===== config.mk =====
export PLATFORM = sky130hd
export DESIGN_NAME = imm_extend_unit_flat
export DESIGN_NICKNAME = d
export VERILOG_FILES = /design/src/rtl/imm_pkg.sv /design/src/rtl/imm_extend_unit_if.sv /design/src/rtl/imm_extend_unit_widen.sv /design/src/rtl/imm_extend_unit.sv /design/src/flat_wrapper.sv
export SDC_FILE = /design/constraint.sdc
export NUM_CORES = 1
export LEC_CHECK = 0
export CAP_MARGIN = 5
export CORE_MARGIN = 2
export CORE_UTILIZATION = 40
export DETAILED_ROUTE_END_ITERATION = 8
export GPL_TIMING_DRIVEN = 0
export PLACE_DENSITY_LB_ADDON = 0.08
export SLEW_MARGIN = 20
export SYNTH_ARGS = -nofsm -noshare
export SYNTH_HDL_FRONTEND = slang
export SYNTH_HIERARCHICAL = 1
export SYNTH_SLANG_ARGS = --single-unit

===== constraint.sdc =====
create_clock -name clk -period 3.2 [get_ports clk]
set_clock_uncertainty 0.1 [all_clocks]
set_input_delay 0.96 -clock clk [delete_from_list [all_inputs] [get_ports clk]]
set_output_delay 0.96 -clock clk [all_outputs]
set_load 0.02 [all_outputs]

===== src/rtl/imm_pkg.sv =====
// Shared encodings for the immediate generator: instruction mode field and control FSM states.
package imm_pkg;

  typedef enum logic [1:0] {
    IMM_SEXT   = 2'b00,
    IMM_ZEXT   = 2'b01,
    IMM_SHL    = 2'b10,
    IMM_PREFIX = 2'b11
  } imm_mode_e;

  typedef enum logic {
    ST_IDLE     = 1'b0,
    ST_PREFIXED = 1'b1
  } imm_state_e;

endpackage


===== src/rtl/imm_extend_unit_if.sv =====
// Decode-side bundle of the immediate generator: request, pipeline control and registered result.
interface imm_extend_unit_if #(
  parameter int IN_W  = 11,
  parameter int OUT_W = 16
);
  import imm_pkg::*;

  logic              in_valid;
  imm_mode_e         mode;
  logic [IN_W-1:0]   imm_in;
  logic              stall;
  logic              flush;
  logic [OUT_W-1:0]  imm_out;
  logic              out_valid;
  logic              prefix_pend;

  modport master (
    output in_valid, mode, imm_in, stall, flush,
    input  imm_out, out_valid, prefix_pend
  );

  modport slave (
    input  in_valid, mode, imm_in, stall, flush,
    output imm_out, out_valid, prefix_pend
  );

endinterface


===== src/rtl/imm_extend_unit_widen.sv =====
// imm_widen: combinational IN_W -> OUT_W widening; a pending prefix replaces the top bits of SEXT/ZEXT.
module imm_widen
  import imm_pkg::*;
#(
  parameter int IN_W  = 11,
  parameter int OUT_W = 16
) (
  input  imm_mode_e             mode,
  input  logic                  use_prefix,
  input  logic [OUT_W-IN_W-1:0] prefix,
  input  logic [IN_W-1:0]       imm,
  output logic [OUT_W-1:0]      val
);

  localparam int P_W = OUT_W - IN_W;

  // Select the widened value; mode 11 reaching here is treated as a sign-extend
  always_comb begin
    val = {{P_W{imm[IN_W-1]}}, imm};
    if (use_prefix && (mode != IMM_SHL)) begin
      val = {prefix, imm};
    end else begin
      case (mode)
        IMM_SEXT: val = {{P_W{imm[IN_W-1]}}, imm};
        IMM_ZEXT: val = {{P_W{1'b0}}, imm};
        IMM_SHL:  val = {imm, {P_W{1'b0}}};
        default:  val = {{P_W{imm[IN_W-1]}}, imm};
      endcase
    end
  end

endmodule


===== src/rtl/imm_extend_unit.sv =====
// Registered immediate generator with stall/flush control. Define IMM_PREFIX_EN to build the
// PREFIX long-immediate mode and its IDLE/PREFIXED FSM; otherwise mode 11 acts as SEXT.
module imm_extend_unit
  import imm_pkg::*;
#(
  parameter int IN_W  = 11,
  parameter int OUT_W = 16
) (
  input  logic clk,
  input  logic reset,
  imm_extend_unit_if.slave bus
);

  localparam int P_W = OUT_W - IN_W;

  logic [OUT_W-1:0] imm_r;
  logic [OUT_W-1:0] imm_nxt_s;
  logic             valid_r;
  logic             valid_nxt_s;
  logic [OUT_W-1:0] widen_s;
  logic             use_prefix_s;
  logic [P_W-1:0]   prefix_s;

`ifdef IMM_PREFIX_EN
  imm_state_e     state_r;
  imm_state_e     state_nxt_s;
  logic [P_W-1:0] prefix_r;
  logic [P_W-1:0] prefix_nxt_s;

  assign use_prefix_s = (state_r == ST_PREFIXED);
  assign prefix_s     = prefix_r;
`else
  assign use_prefix_s = 1'b0;
  assign prefix_s     = {P_W{1'b0}};
`endif

  imm_widen #(.IN_W(IN_W), .OUT_W(OUT_W)) u_widen (
    .mode       (bus.mode),
    .use_prefix (use_prefix_s),
    .prefix     (prefix_s),
    .imm        (bus.imm_in),
    .val        (widen_s)
  );

  // Next-state and output decode; priority flush > stall > normal operation
  always_comb begin
    imm_nxt_s   = imm_r;
    valid_nxt_s = valid_r;
`ifdef IMM_PREFIX_EN
    state_nxt_s  = state_r;
    prefix_nxt_s = prefix_r;
`endif
    if (bus.flush) begin
      valid_nxt_s = 1'b0;
`ifdef IMM_PREFIX_EN
      state_nxt_s = ST_IDLE;
`endif
    end else if (bus.stall) begin
      valid_nxt_s = valid_r;
    end else if (!bus.in_valid) begin
      valid_nxt_s = 1'b0;
`ifdef IMM_PREFIX_EN
    end else if (bus.mode == IMM_PREFIX) begin
      valid_nxt_s  = 1'b0;
      prefix_nxt_s = bus.imm_in[P_W-1:0];
      state_nxt_s  = ST_PREFIXED;
`endif
    end else begin
      imm_nxt_s   = widen_s;
      valid_nxt_s = 1'b1;
`ifdef IMM_PREFIX_EN
      state_nxt_s = ST_IDLE;
`endif
    end
  end

  // State and output registers
  always_ff @(posedge clk) begin
    if (reset) begin
      imm_r   <= {OUT_W{1'b0}};
      valid_r <= 1'b0;
`ifdef IMM_PREFIX_EN
      state_r  <= ST_IDLE;
      prefix_r <= {P_W{1'b0}};
`endif
    end else begin
      imm_r   <= imm_nxt_s;
      valid_r <= valid_nxt_s;
`ifdef IMM_PREFIX_EN
      state_r  <= state_nxt_s;
      prefix_r <= prefix_nxt_s;
`endif
    end
  end

  assign bus.imm_out   = imm_r;
  assign bus.out_valid = valid_r;
`ifdef IMM_PREFIX_EN
  assign bus.prefix_pend = (state_r == ST_PREFIXED);
`else
  assign bus.prefix_pend = 1'b0;
`endif

endmodule

===== src/flat_wrapper.sv =====
// flat-port wrapper written by rule: the top's interface ports become plain ports
module imm_extend_unit_flat import imm_pkg::*;
#(
  parameter int IN_W  = 11,
  parameter int OUT_W = 16
)
  (clk, reset, bus_in_valid, bus_mode, bus_imm_in, bus_stall, bus_flush, bus_imm_out, bus_out_valid, bus_prefix_pend);
  imm_extend_unit_if #(.IN_W(IN_W), .OUT_W(OUT_W)) bus_i ();
  input  logic clk;
  input  logic reset;
  input wire logic [$bits(bus_i.in_valid)-1:0] bus_in_valid;
  input wire logic [$bits(bus_i.mode)-1:0] bus_mode;
  input wire logic [$bits(bus_i.imm_in)-1:0] bus_imm_in;
  input wire logic [$bits(bus_i.stall)-1:0] bus_stall;
  input wire logic [$bits(bus_i.flush)-1:0] bus_flush;
  output wire logic [$bits(bus_i.imm_out)-1:0] bus_imm_out;
  output wire logic [$bits(bus_i.out_valid)-1:0] bus_out_valid;
  output wire logic [$bits(bus_i.prefix_pend)-1:0] bus_prefix_pend;
  assign bus_i.in_valid = bus_in_valid;
  assign bus_i.mode = bus_mode;
  assign bus_i.imm_in = bus_imm_in;
  assign bus_i.stall = bus_stall;
  assign bus_i.flush = bus_flush;
  assign bus_imm_out = bus_i.imm_out;
  assign bus_out_valid = bus_i.out_valid;
  assign bus_prefix_pend = bus_i.prefix_pend;
  imm_extend_unit #(.IN_W(IN_W), .OUT_W(OUT_W)) u_core (.clk(clk), .reset(reset), .bus(bus_i));
endmodule

==> impl_metrics.tcl, run 1 <==
set metrics [dict create \
    ir_drop_v 0.000192 \
    coreArea_sq_mm 0.00248 \
    root_buffer "clkbuf_4" \
    ys_ff_latch 17 \
    start_util 0.420 \
    syn_inst 112 \
    slowest_stage "clkdlybuf4s50_1" \
    grt_pass1_wl_um 3510 \
    dp_hpwl_um 1800 \
    cts_num_sinks 17 \
    tritoncts "done" \
    avgSynthCellArea_sq_um 9.28 \
    p_leak_nw 0.574 \
    cts_hold_buf 0 \
    cp.required_ps 3280 \
    switching_share 0.268 \
    p_int_mw 0.339 \
    dieArea_sq_mm 0.00302 \
    worstSetupPathDepth 8 \
    worstSetupStartpointType "input port" \
    seq_power_share 0.480 \
    critPathBufInv 3 \
    yosysWarnings 6 \
    yosysSeqAreaShare 0.327 \
    vias 876 \
    max_stage_delay_ps 490 \
    fin_setup_tns_ps 0 \
    synth_common_cells "32 x nand2b_1, 17 x dfxtp_1, 17 x mux2i_1" \
    hold_path.class "reg -> reg" \
    utilization 0.593 \
    worstSkewPairLatency_ps 280 \
    worstSetupPathType "in -> reg" \
    r2r_cells 2 \
    critPathMaxFanout 10 \
    die_w_um 55.0 \
    post-cts-setup-buffers 0 \
    wirelength_um 2220 \
    synth_flop_cell "dfxtp_1" \
    grt_max_degree 11 \
    switchingPower_mw 0.124 \
    antenna_left 0 \
    clock_path_buffers 2 \
    seq_area_sq_um 340 \
    synth_most_common_cell "nand2b_1" \
    synth_top_area_frac 0.327 \
    min_from "u_core/bus.imm_out[14]" \
    rows 18 \
    ys_top_cells_by_area "dfxtp_1 33%, nand2b_1 19%, mux2i_1 16%" \
    grt_remaining_overflow 0 \
    dp_slack_ps 220 \
    netlist_area_sq_mm 0.00104 \
    power_density_mw_per_mm2 315 \
    hold_viol 0 \
    finalSetupViolCount 0 \
    hold_end "u_core/bus.imm_out[14]" \
    power_frac_clock 0.243 \
    viasPerCell 4.68 \
    final-max-slew-violation-count 0 \
    r2r_setup_slack_ps 2480 \
    period_share 0.833 \
    min_period_ps 2660 \
    rsz0062_at_grt "false" \
    fmax_ghz 0.375 \
    whs_path_depth 2 \
    fillers 238 \
    startpoint "bus_mode[0]" \
    grt_pass1_vias 790 \
    synthArstFlopShare 0 \
    htree_levels 1 \
    synth_cell_types 20 \
    max_cap_viol_count 0 \
    dr.pass1.iters 3 \
    cp-end-kind "flop" \
    drt_iter0_drc 7 \
    multi_input_area_sq_um 642 \
    clkSlewWorstSetupHoldPaths_ps 100 \
    power.share.combinational 0.276 \
    worstReg2RegEnd "u_core/bus.imm_out[2]" \
    arrival_ps 2750 \
    diodes 0 \
    numCtsBuffers 3 \
    io_buffer_count 34 \
    cts.repair.resized 0 \
    chipHeight_um 55.0 \
    place_congestion 0.877 \
    path_cells "clkdlybuf4s50_1, inv_1, ha_1, or3_4, buf_6, a22o_1, nand2b_1, mux2i_1" \
    synth_edf_count 0 \
    antenna_found_initial 0 \
    fin_ws_ps 535 \
    area_delta_synth_final_pct 41.4 \
    grt_util_all_layers 0.163 \
    r2r_start "u_core/bus.imm_out[2]" \
    cp_top_family "buffers and inverters" \
    status "completed" \
    fin_nets 178 \
    drc 0 \
    layout-drive-gt1-share 0.0637 \
    pin_count 36 \
    yosys.area.top_type "dfxtp_1" \
    wl_per_cell_um 11.9 \
    finalPower_mw 0.463 \
]
per-stage QoR:
stage	instance area [sq um]	hold slack (ps)	cells
2_1_floorplan	1070	446	119
3_3_place_gp	1440	357	183
3_5_place_dp	1440	366	183
4_1_cts	1470	383	187
5_1_grt	1470	403	187
6_report	1470	379	187
cells in the final DEF, fill, tap and decap left out, types with 4 or more instances in the layout:
cell             instances
o21ai_0                  5
clkdlybuf4s50_1         34
clkbuf_1                 4
dfxtp_1                 17
mux2i_1                 17
nand2b_1                32
conb_1                   8
inv_1                    6
and2_1                   6
a221o_1                  4
a22o_1                   6
power groups by stage:
stage | Combinational [mW] | Sequential (mW) | Clock [mW]
detailed placement | 0.128 | 0.227 | 0
floorplan | 0.0678 | 0.236 | 0
global placement | 0.125 | 0.227 | 0
global route | 0.140 | 0.223 | 0.128
CTS | 0.128 | 0.222 | 0.119
finish | 0.128 | 0.222 | 0.113
worst max path at each step:
stage	to	slack [ps]
after floorplan	u_core/bus.imm_out[10]	860
after global placement	u_core/bus.imm_out[8]	280
after detailed placement	u_core/bus.imm_out[8]	220
after CTS	u_core/bus.imm_out[8]	530
after global routing	u_core/bus.imm_out[9]	480
final	u_core/bus.imm_out[8]	540
registers in the layout (all words and copies together), names as in the netlist:
| signal | cells |
|---|---|
| u_core/bus.out_valid | 1 |
| u_core/bus.imm_out | 16 |
cell type report:
class | instances | share of cell area
Buffer | 7 | 0.0417
Inverter | 6 | 0.0153
Multi-Input combinational cell | 89 | 0.437
Clock buffer | 4 | 0.0179
Sequential cell | 17 | 0.231
Tap cell | 30 | 0.0255
Timing Repair Buffer | 34 | 0.231
metal layers:
layer	track usage	vias up	wire (um)
met2	0.258	21	1020
li1	-	455	-
met5	0	-	0
met3	0.0269	2	108
met4	0.0488	0	19
met1	0.225	398	1070
cell families after synthesis:
logic type               Yosys count  share of synthesized area
AND/OR/NAND/NOR                   47                      0.288
AO/OA/AOI/OAI                     15                      0.113
flip-flops                        17                      0.327
buffers and inverters             13                     0.0806
multiplexers                      17                      0.164
adder cells (fa/ha/maj)            2                     0.0241
other                              1                    0.00361
worst register-to-register path, delay by kind of cell, from the launching register on:
kind / cells / cell delay (ps)
flops: 1 / 360
mux: 1 / 130
simple gates: 1 / 60
Power figures use the tool's default switching activity.
==> run 2: changes to the inputs <==
- clock period: 3.2 -> 2.4 ns (I/O delays scaled with it)
==> impl_metrics.tcl, run 2 (synthesized netlist as in run 1, its figures left out) <==
set metrics [dict create \
    multi_input_area_sq_um 654 \
    start_util 0.420 \
    period_share 0.966 \
    placedInstanceArea_sq_mm 0.00144 \
    wirelength_um 2260 \
    max_cap_viol_count 0 \
    seq_area_sq_um 340 \
    area_delta_synth_final_pct 42.6 \
    tritoncts "done" \
    grt_pass1_vias 790 \
    power.share.combinational 0.281 \
    ir_drop_v 0.000257 \
    numCtsBuffers 3 \
    final_area_sq_mm 0.00148 \
    cp-end-kind "flop" \
    cts_num_sinks 17 \
    pin_count 36 \
    grt_remaining_overflow 0 \
    p_int_mw 0.455 \
    final_common_cell "clkdlybuf4s50_1" \
    die_w_um 55.0 \
    status "completed" \
    fin_nets 178 \
    place_congestion 0.877 \
    layout_common_cells "34 x clkdlybuf4s50_1, 32 x nand2b_1, 17 x mux2i_1, 17 x dfxtp_1, 8 x conb_1" \
    final-max-slew-violation-count 0 \
    cp.required_ps 2480 \
    diodes 0 \
    rows 18 \
    grt_max_degree 11 \
    switchingPower_mw 0.167 \
    cts_hold_buf 0 \
    switching_share 0.269 \
    rsz0062_at_grt "false" \
    grt_util_all_layers 0.163 \
    utilization 0.598 \
    grt_pass1_wl_um 3510 \
    antenna_found_initial 0 \
    vias 893 \
    critPathMaxFanout 10 \
    clkSlewWorstSetupHoldPaths_ps 100 \
    layout-drive-gt1-share 0.0701 \
    post-cts-setup-buffers 0 \
    power_density_mw_per_mm2 419 \
    finalSetupViolCount 0 \
    drt_iter0_drc 4 \
    viasPerCell 4.78 \
    seq_power_share 0.477 \
    wl_per_cell_um 12.1 \
    p_leak_nw 0.574 \
    fmax_ghz 0.431 \
    largest_reg_flops 16 \
    dieArea_sq_mm 0.00302 \
    antenna_left 0 \
    dr.pass1.iters 4 \
    chipHeight_um 55.0 \
    root_buffer "clkbuf_4" \
    htree_levels 1 \
    arrival_ps 2400 \
    worstSetupStartpointType "input port" \
    worstSkewPairLatency_ps 280 \
    hold_path.class "reg -> reg" \
    io_buffer_count 34 \
    coreArea_sq_mm 0.00248 \
    worstSetupPathType "in -> reg" \
    clock_path_buffers 2 \
    hold_viol 0 \
    dp_hpwl_um 1800 \
    min_period_ps 2320 \
    fillers 239 \
    drc 0 \
    power_frac_clock 0.242 \
]
-- run 2: cell counts in the layout (fill, tap and decap cells not counted) --
Identical to the previous run, type by type.
-- run 2: path summary, 6_finish.rpt --
kind | cells after the start | to | slack (ps) | startpoint
worst max-delay path | 8 | u_core/bus.imm_out[8] | 80 | bus_mode[0]
worst min-delay path | 2 | u_core/bus.imm_out[14] | 380 | u_core/bus.imm_out[14]
worst max register to register | 2 | u_core/bus.imm_out[2] | 1680 | u_core/bus.imm_out[2]
worst min register to register | 2 | u_core/bus.imm_out[14] | 380 | u_core/bus.imm_out[14]
-- run 2: cell type report --
cell class              instances  share of cell area
plain buffers                   7              0.0414
clock buffers                   4              0.0177
inverters                       6              0.0152
multi-input cells              89               0.441
flip-flops and latches         17               0.230
well taps                      30              0.0253
repair buffers                 34               0.230
-- run 2: layer usage --
metal  vias to the layer above  GRT usage  wire length, um
li1                        456          -                -
met1                       414      0.225             1070
met2                        21      0.258             1060
met3                         2     0.0269              107
met4                         0     0.0488               19
met5                         -          0                0
-- run 2: per-stage QoR --
step | setup WS (ps) | setup TNS [ps] | hold slack [ps] | instances | total power, mW
floorplan | 300 | 0 | 446 | 119 | 0.405
global placement | -279 | -3290 | 357 | 183 | 0.469
detailed placement | -340 | -4090 | 366 | 183 | 0.474
CTS | 37.1 | 0 | 383 | 187 | 0.627
global route | 41.7 | 0 | 403 | 187 | 0.659
finish | 80.5 | 0 | 379 | 187 | 0.621
-- run 2: timing repair --
action	4_1_cts	5_1_grt
endpoints found under the setup margin	2	1
hold endpoints to repair	0	0
resized for setup	1	1
cloned	0	0
-- run 2: worst max-delay path, cell delays in order --
cell	delay (ps)
clkdlybuf4s50_1	490
inv_1	70
ha_4	260
or3_4	370
buf_6	140
a22o_1	180
nand2b_1	80
mux2i_1	70
-- run 2: power groups by stage --
stage / combinational [mW] / sequential, mW / clock, mW
2_1_floorplan: 0.0904 / 0.315 / 0
3_3_place_gp: 0.167 / 0.302 / 0
3_5_place_dp: 0.170 / 0.303 / 0
4_1_cts: 0.172 / 0.297 / 0.158
5_1_grt: 0.191 / 0.298 / 0.170
6_report: 0.175 / 0.296 / 0.150
==> run 3: changes to the inputs <==
- CORE_MARGIN: 2 -> unset
==> impl_metrics.tcl, run 3 (synthesized netlist as in run 1, its figures left out) <==
set metrics [dict create \
    status "completed" \
    cp_top_family "buffers and inverters" \
    vias 881 \
    layout-drive-gt1-share 0.0701 \
    grt_remaining_overflow 0 \
    grt_pass1_wl_um 3460 \
    layout_common_cells "34 x clkdlybuf4s50_1, 32 x nand2b_1, 17 x mux2i_1, 17 x dfxtp_1, 8 x conb_1" \
    max_cap_viol_count 0 \
    cts_hold_buf 0 \
    slowest_stage "clkdlybuf4s50_1" \
    fmax_ghz 0.436 \
    critPathMaxFanout 10 \
    drt_iter0_drc 16 \
    final_common_cell "clkdlybuf4s50_1" \
    antenna_left 0 \
    whs_path_depth 2 \
    min_period_ps 2290 \
    seq_area_sq_um 340 \
    largest_reg_flops 16 \
    coreArea_sq_mm 0.00248 \
    worstSkewPairLatency_ps 280 \
    period_share 0.956 \
    grt_pass1_vias 830 \
    arrival_ps 2370 \
    root_buffer "clkbuf_4" \
    fin_nets 178 \
    place_congestion 0.847 \
    rows 18 \
    drc 0 \
    multi_input_area_sq_um 654 \
    clock_path_buffers 2 \
    power_density_mw_per_mm2 417 \
    worstReg2RegEnd "u_core/bus.out_valid" \
    worstSetupPathType "in -> reg" \
    start_util 0.420 \
    grt_max_degree 11 \
    finalNonFillerCells 187 \
    io_buffer_count 34 \
    chipHeight_um 53.0 \
    dieArea_sq_mm 0.00281 \
    clkSlewWorstSetupHoldPaths_ps 90 \
    cts_num_sinks 17 \
    finalSetupViolCount 0 \
    r2r_setup_slack_ps 1670 \
    fin_setup_tns_ps 0 \
    worstSetupStartpointType "input port" \
    dp_hpwl_um 1680 \
    critPathBufInv 3 \
    die_w_um 53.0 \
    crit_path_end "u_core/bus.imm_out[7]" \
    pin_count 36 \
    fin_ws_ps 106 \
    utilization 0.598 \
    worstSetupPathDepth 8 \
    numCtsBuffers 3 \
    tritoncts "done" \
    htree_levels 1 \
    dp_slack_ps -317 \
    r2r_start "u_core/bus.out_valid" \
    antenna_found_initial 0 \
    rsz0062_at_grt "false" \
    viasPerCell 4.71 \
    wirelength_um 2070 \
    cp-end-kind "flop" \
    p_leak_nw 0.574 \
    hold_path.class "reg -> reg" \
    ir_drop_v 0.000268 \
    cp.required_ps 2480 \
    placedCellCount 183 \
    final-max-slew-violation-count 0 \
    hold_viol 0 \
    r2r_cells 2 \
    fillers 230 \
    grt_util_all_layers 0.171 \
    max_stage_delay_ps 480 \
    wl_per_cell_um 11.1 \
    startpoint "bus_mode[0]" \
    area_delta_synth_final_pct 42.6 \
    path_cells "clkdlybuf4s50_1, inv_1, ha_4, or3_4, buf_6, a22o_1, nand2b_1, mux2i_1" \
    diodes 0 \
    dr.pass1.iters 4 \
]
run 3: power by group:
group          switching, mW  internal, mW  leakage [nW]
Combinational         0.0745        0.0985         0.421
Sequential           0.00470         0.292         0.138
Clock                 0.0845        0.0644        0.0150
Total                  0.164         0.455         0.574
run 3: worst min path at each step:
| stage | from | endpoint | slack (ps) |
|---|---|---|---|
| finish | u_core/bus.imm_out[12] | u_core/bus.imm_out[12] | 380 |
| global route | u_core/bus.imm_out[12] | u_core/bus.imm_out[12] | 390 |
| CTS | u_core/bus.imm_out[12] | u_core/bus.imm_out[12] | 380 |
| detailed placement | u_core/bus.imm_out[15] | u_core/bus.imm_out[15] | 360 |
| global placement | u_core/bus.imm_out[7] | u_core/bus.imm_out[7] | 360 |
| floorplan | u_core/bus.imm_out[0] | u_core/bus.imm_out[0] | 450 |
run 3: routing by layer:
| metal | wire (um) | part of all wire | GRT usage | vias up |
|---|---|---|---|---|
| li1 | - | - | - | 459 |
| met1 | 965 | 0.47 | 0.201 | 396 |
| met2 | 978 | 0.47 | 0.306 | 24 |
| met3 | 117 | 0.056 | 0.0259 | 2 |
| met4 | 12 | 0.0058 | 0.0658 | 0 |
| met5 | 0 | 0 | 0 | - |
run 3: through the flow:
stage               hold slack [ps]  area [sq um]  total power [mW]
floorplan                       446          1070             0.405
global placement                357          1440             0.469
detailed placement              359          1440             0.472
CTS                             382          1470             0.623
global route                    390          1480             0.658
finish                          377          1480             0.618
run 3: final cells by class:
type	count	share of cell area
multi-input combinational	89	0.441
sequential	17	0.230
timing repair buffer	34	0.230
buffer	7	0.0414
tap	30	0.0253
clock buffer	4	0.0177
inverter	6	0.0152
run 3: repair_timing:
action                     in CTS  in global routing
setup endpoints to repair       2                  2
setup buffers                   0                  0
resized for setup               1                  1
hold endpoints to repair        0                  0
run 3: worst reg2reg max path, delay by kind of cell, from the launching register on:
family,cells,cell delay [ps]
flip-flops,1,320
multiplexers,1,130
AND/OR/NAND/NOR,1,60
